File: src/rtl/vx_fill_assembler_pkg.sv
// ---------------------------------------------------------------------------
// VX_cache_pkg
// Shared cache definitions used by the fill assembler and the writeback path.
//   fill_state_e : fill assembler FSM states
//   calc_beats   : number of memory beats that make up one cache line
//   calc_cnt_w   : width of a beat counter for a given beat count (min 1)
// ---------------------------------------------------------------------------
package VX_cache_pkg;

  typedef enum logic [1:0] {
    FILL_IDLE    = 2'd0,
    FILL_COLLECT = 2'd1,
    FILL_ISSUE   = 2'd2
  } fill_state_e;

  // Beats per line; both sizes are powers of two so the division is exact.
  function automatic int calc_beats(input int lineSize, input int memSize);
    return lineSize / memSize;
  endfunction

  // A single-beat line still needs a 1-bit counter so the port/array
  // declarations never collapse to zero width.
  function automatic int calc_cnt_w(input int beats);
    return (beats > 1) ? $clog2(beats) : 1;
  endfunction

endpackage

File: src/rtl/vx_fill_assembler.sv
// ---------------------------------------------------------------------------
// vx_fill_assembler
// Collects narrow memory response beats for one cache bank into a full line
// buffer and presents the assembled line plus its address as one fill request.
//
// Ports
//   clk_i / reset_i     clock, synchronous active-high reset
//   mem_rsp_valid_i     response beat valid
//   mem_rsp_data_i      beat payload (MEM_DATA_SIZE*8 bits)
//   mem_rsp_addr_i      line address of the beat
//   mem_rsp_last_i      final beat of the line
//   mem_rsp_ready_o     beat accepted when valid & ready
//   fill_valid_o        assembled line available
//   fill_addr_o         line address of the fill
//   fill_data_o         assembled line, beat i at [i*BEAT_W +: BEAT_W]
//   fill_ready_i        bank pipeline takes the fill when valid & ready
//   busy_o              FSM not idle
//   err_o               sticky protocol error
//
// Build option
//   VX_FILL_ASSEMBLER_CHECK_EN : when defined, err_o flags beats whose
//   address differs from the line address, or whose last flag does not match
//   the beat position. When undefined, mem_rsp_last_i is ignored and err_o
//   is tied low.
// ---------------------------------------------------------------------------
module vx_fill_assembler
  import VX_cache_pkg::*;
#(
  parameter int CACHE_LINE_SIZE = 64,
  parameter int MEM_DATA_SIZE   = 16,
  parameter int LINE_ADDR_WIDTH = 26
) (
  input  logic                         clk_i,
  input  logic                         reset_i,
  input  logic                         mem_rsp_valid_i,
  input  logic [MEM_DATA_SIZE*8-1:0]   mem_rsp_data_i,
  input  logic [LINE_ADDR_WIDTH-1:0]   mem_rsp_addr_i,
  input  logic                         mem_rsp_last_i,
  output logic                         mem_rsp_ready_o,
  output logic                         fill_valid_o,
  output logic [LINE_ADDR_WIDTH-1:0]   fill_addr_o,
  output logic [CACHE_LINE_SIZE*8-1:0] fill_data_o,
  input  logic                         fill_ready_i,
  output logic                         busy_o,
  output logic                         err_o
);

  localparam int BEATS  = calc_beats(CACHE_LINE_SIZE, MEM_DATA_SIZE);
  localparam int CNT_W  = calc_cnt_w(BEATS);
  localparam int BEAT_W = MEM_DATA_SIZE * 8;

  fill_state_e state_q, state_d;
  logic [CNT_W-1:0]           count_q, count_d;
  logic [LINE_ADDR_WIDTH-1:0] fill_addr_q;
  logic [BEATS-1:0][BEAT_W-1:0] line_q;

  logic beatAccept;
  logic firstBeat;
  logic lastSlot;

  // Any beat taken outside COLLECT starts a new line: in IDLE trivially, and
  // in ISSUE it can only be accepted together with the outgoing fill.
  assign beatAccept = mem_rsp_valid_i & mem_rsp_ready_o;
  assign firstBeat  = (state_q != FILL_COLLECT);
  assign lastSlot   = (count_q == CNT_W'(BEATS - 1));

  // State register
  always_ff @(posedge clk_i) begin
    if (reset_i) begin
      state_q <= FILL_IDLE;
    end else begin
      state_q <= state_d;
    end
  end

  // Next-state logic; lastSlot is already true on the first beat when a line
  // is a single beat, so IDLE/ISSUE go straight back to ISSUE in that case.
  always_comb begin
    state_d = state_q;
    unique case (state_q)
      FILL_IDLE: begin
        if (beatAccept) state_d = lastSlot ? FILL_ISSUE : FILL_COLLECT;
      end
      FILL_COLLECT: begin
        if (beatAccept && lastSlot) state_d = FILL_ISSUE;
      end
      FILL_ISSUE: begin
        if (fill_ready_i) begin
          if (!beatAccept)   state_d = FILL_IDLE;
          else if (lastSlot) state_d = FILL_ISSUE;
          else               state_d = FILL_COLLECT;
        end
      end
      default: state_d = FILL_IDLE;
    endcase
  end

  // Outputs; ready is a pure function of state and fill_ready so the memory
  // side never sees a valid->ready combinational path.
  always_comb begin
    mem_rsp_ready_o = (state_q != FILL_ISSUE) | fill_ready_i;
    fill_valid_o    = (state_q == FILL_ISSUE);
    busy_o          = (state_q != FILL_IDLE);
  end

  // Beat counter wraps after the last slot, so it is back at 0 in ISSUE
  // ready for a first beat accepted alongside the fill handshake.
  always_comb begin
    count_d = count_q;
    if (beatAccept) count_d = lastSlot ? '0 : count_q + CNT_W'(1);
  end

  // Line buffer and address capture. In ISSUE nothing is written unless the
  // fill is taken in the same cycle, which keeps the fill payload stable.
  always_ff @(posedge clk_i) begin
    if (reset_i) begin
      count_q     <= '0;
      fill_addr_q <= '0;
      line_q      <= '0;
    end else begin
      count_q <= count_d;
      if (beatAccept && firstBeat) fill_addr_q <= mem_rsp_addr_i;
      for (int i = 0; i < BEATS; i++) begin
        if (beatAccept && (count_q == CNT_W'(i))) line_q[i] <= mem_rsp_data_i;
      end
    end
  end

  assign fill_addr_o = fill_addr_q;
  assign fill_data_o = line_q;

`ifdef VX_FILL_ASSEMBLER_CHECK_EN
  logic err_q;
  logic errSet;

  // Flag address drift within a line and a last flag out of step with the
  // beat position; the beat itself is still assembled.
  assign errSet = beatAccept &
                  ((!firstBeat && (mem_rsp_addr_i != fill_addr_q)) |
                   (mem_rsp_last_i != lastSlot));

  // Sticky error flag, cleared only by reset
  always_ff @(posedge clk_i) begin
    if (reset_i) begin
      err_q <= 1'b0;
    end else if (errSet) begin
      err_q <= 1'b1;
    end
  end

  assign err_o = err_q;
`else
  logic unusedLast;

  assign unusedLast = mem_rsp_last_i;
  assign err_o      = 1'b0;
`endif

endmodule
File: config.mk
export PLATFORM = sky130hd
export DESIGN_NAME = vx_fill_assembler
export DESIGN_NICKNAME = d
export VERILOG_FILES = /design/src/rtl/vx_fill_assembler_pkg.sv /design/src/rtl/vx_fill_assembler.sv
export SDC_FILE = /design/constraint.sdc
export NUM_CORES = 1
export LEC_CHECK = 0
export BUFFER_PORTS_ARGS = -buffer_cell sky130_fd_sc_hd__buf_2
export CORE_AREA = 4 4 272 274
export DETAILED_ROUTE_END_ITERATION = 12
export DIE_AREA = 0 0 276 278
export PLACE_DENSITY_LB_ADDON = 0.12
export SETUP_SLACK_MARGIN = 0.05
export SLEW_MARGIN = 20
export SYNTH_ARGS = -nofsm -noshare
export SYNTH_HDL_FRONTEND = slang
export SYNTH_SLANG_ARGS = --single-unit
File: constraint.sdc
create_clock -name clk_i -period 1.8 [get_ports clk_i]
set_clock_uncertainty 0.05 [all_clocks]
set_input_delay 0.09 -clock clk_i [delete_from_list [all_inputs] [get_ports clk_i]]
set_output_delay 0.09 -clock clk_i [all_outputs]
set_load 0.01 [all_outputs]
==> key figures <==
Finish
  – N_diodes: 0
  – Nets: 3,031
  – Share of layout cells above drive strength 1: 0.329
  – Area Overhead vs Synth: 47.5%
  – Utilization after layout: 0.414

Floorplan
  – Starting Density: 0.281
  – Top Ports: 701
  – Die ar.: 76,700 um^2
  – Row count: 98
  – Vert. Die Dim: 278 um
  – Core ar.: 71,400 um^2
  – Die Wd: 276 um

Route
  – Vias per Instance: 4.39
  – DRC Markers: 0
  – DR vias: 16,973
  – Antenna-violating nets left: 0
  – WL final: 75,400 um
  – Wire per inst: 19.5 um
  – Detailed Route Iter0 Violations: 678
  – Initial DRT Pass Iterations: 4

Power and ir drop
  – Pwr dens: 960 nW/um^2
  – Lkg Pwr: 15.9 nW
  – Tot Pwr: 28.4 mW
  – Max VDD drop: 0.673 mV

Yosys
  – Top cells by area, synth: dfxtp_1 (54%), mux2i_1 (26%), nand2_1 (12%), buf_6 (2.4%), clkbuf_1 (1.6%)
  – Cell variety after synth: 28
  – Syn Nets: 2,115
  – Predominant post-synthesis flop cell: dfxtp_1
  – Flops & latches, synth: 542
  – Mapped Area: 20,000 um^2
  – Post-synthesis sequential area ratio: 0.541
  – Commonest cells in the netlist: nand2_1 (661), dfxtp_1 (542), mux2i_1 (521)
  – Syn avg cell area: 10.3 um^2
  – Post-synth ARST share: 0
  – Yosys top cell area share: 0.541
  – Synth Instances: 1,952
  – Cell with the most instances after synthesis: nand2_1
  – Number of flops mapped to enable cells by yosys: 0
  – Yosys warns: 0
  – Synth area leader: dfxtp_1

Place
  – # port buffers: 698
  – Hpwl dp: 53,700 um
  – GP Congestion: 0.806

Worst hold path
  – Hold Crit Start: mem_rsp_addr_i[16]
  – Hold Path Class: in2reg

Setup path
  – WP data arrival: 2.26 ns
  – FF-to-FF Start: state_q[1]
  – WP data required: 2.28 ns
  – Slowest stage cell, crit path: or3b_4
  – Worst Path Max Fanout: 10
  – CP peak stage delay: 0.41 ns
  – Crit end category: flop
  – Worst setup startpoint: state_q[1]
  – Critical path launch point type: flop
  – CP cell instances: or3b_4 > buf_8 > nand3_4 > buf_12 > buf_12 > mux2i_1
  – Crit-path most repeated cell: buf_12
  – Critical setup path kind: reg2reg
  – Reg2Reg Setup Slack: 0.02 ns

Global route
  – Largest net degree at the start of global routing: 90
  – Gr ovfl total: 0
  – Antenna violations before repair: 0
  – Global-route wire length before repair: 109,000 um
  – Gr usage total: 0.180
  – Vias in the first global route: 17,346

Clocking
  – Clk buf depth: 3
  – Clock latency on the worst-skew pair: 0.60 ns
  – CTS tree: done
  – Sink count of the clock tree: 542
  – Num CTS Buffers: 59
  – H-tree depth: 2
  – CTS Root Cell: clkbuf_16
  – CTS clk-pin slew, worst paths: 0.06 ns

STA
  – Hold_ws: 0.185 ns
  – RSZ-0062 raised after global routing: true
  – Crit path time final: 1.78 ns
  – Setup-failing EPs final: 0
  – Final critical-path share of the clock period: 0.990
  – Final slew viol count: 0
  – Final hold violations: 0
  – Max Freq: 0.561 GHz

Flow run
  – Max cap viols: 0

Outcome
  – Status: finished clean
[repair_timing]
item / CTS / global route
gates resized for setup: 16 / 42
hold endpoints to repair: 541 / 0
cloned: 1 / 21
hold buffers: 158 / 0
setup buffers: 12 / 8
pin swaps: 1 / 2
setup endpoints to repair: 507 / 462
[per-layer routing]
metal,track usage,vias up,share of wire
li1,-,8304,-
met5,0,-,0
met3,0.0486,137,0.060
met2,0.318,472,0.49
met4,0.0693,0,0.039
met1,0.209,8060,0.41
[through the flow]
stage / setup slack, ns / cell area [um^2] / cells / TNS (ns)
after global routing: -0.0230 / 29500 / 3865 / -0.383
after CTS: 0.0132 / 28800 / 3836 / 0
after global placement: -0.0952 / 25100 / 3557 / -5.37
after detailed placement: -0.135 / 25100 / 3557 / -14.92
after floorplan: 0.120 / 20000 / 1952 / 0
final: 0.0189 / 29500 / 3865 / 0
[sequential cells by signal, indices dropped and copies added, names as in the netlist]
name         cells
fill_data_o    512
fill_addr_o     26
count_q          2
state_q          2
[cells by family after synthesis]
family                     synth area share
AOI/OAI and AO/OA                    0.0170
buffers and inverters                0.0503
adders and majority gates           0.00250
and+or+nand+nor                       0.128
DFF                                   0.541
other                              0.000187
muxes                                 0.260
[worst max-delay path: cells and delay by family, from the launching register on]
| family | cells | cell delay, ns |
|---|---|---|
| buf+inv | 3 | 0.54 |
| simple gates | 2 | 0.56 |
| flops | 1 | 0.33 |
| mux | 1 | 0.19 |
[report_power, final]
part | internal, mW | switching (mW) | total, mW | leakage [nW]
combinational | 1.64 | 1.90 | 3.55 | 10.5
sequential | 12.5 | 0.271 | 12.8 | 4.40
clock | 7.02 | 5.01 | 12.0 | 0.970
total | 21.2 | 7.19 | 28.4 | 15.9
[layout by cell type, fill, tap and decap left out, drive strengths merged, types with 2 or more instances in the layout]
cell type,synthesis,final
buf,62,824
nand2,661,661
dfxtp,542,542
mux2i,521,521
dlygate4sd3,0,158
clkbuf,84,108
inv,21,22
a311oi,17,17
a31o,17,17
clkinv,0,15
nand3,6,6
and3,4,5
ha,4,4
nor2,2,2
[final timing paths]
| path | to | cells past startpoint |
|---|---|---|
| worst max-delay path | fill_data_o[195] | 6 |
| worst min-delay path | fill_addr_o[16] | 3 |
| worst max register to register | fill_data_o[195] | 6 |
| worst min register to register | fill_data_o[458] | 2 |
[area by class of cell]
class / instances / area, um^2
timing repair buffer: 1000 / 7230
clock buffer: 90 / 1800
inverter: 21 / 86.3
tap: 950 / 1190
sequential: 542 / 10900
clock inverter: 18 / 140
multi-input combinational: 1244 / 8250
fill: 7126 / 41800
Note: power is estimated with default switching activity, not from simulation.
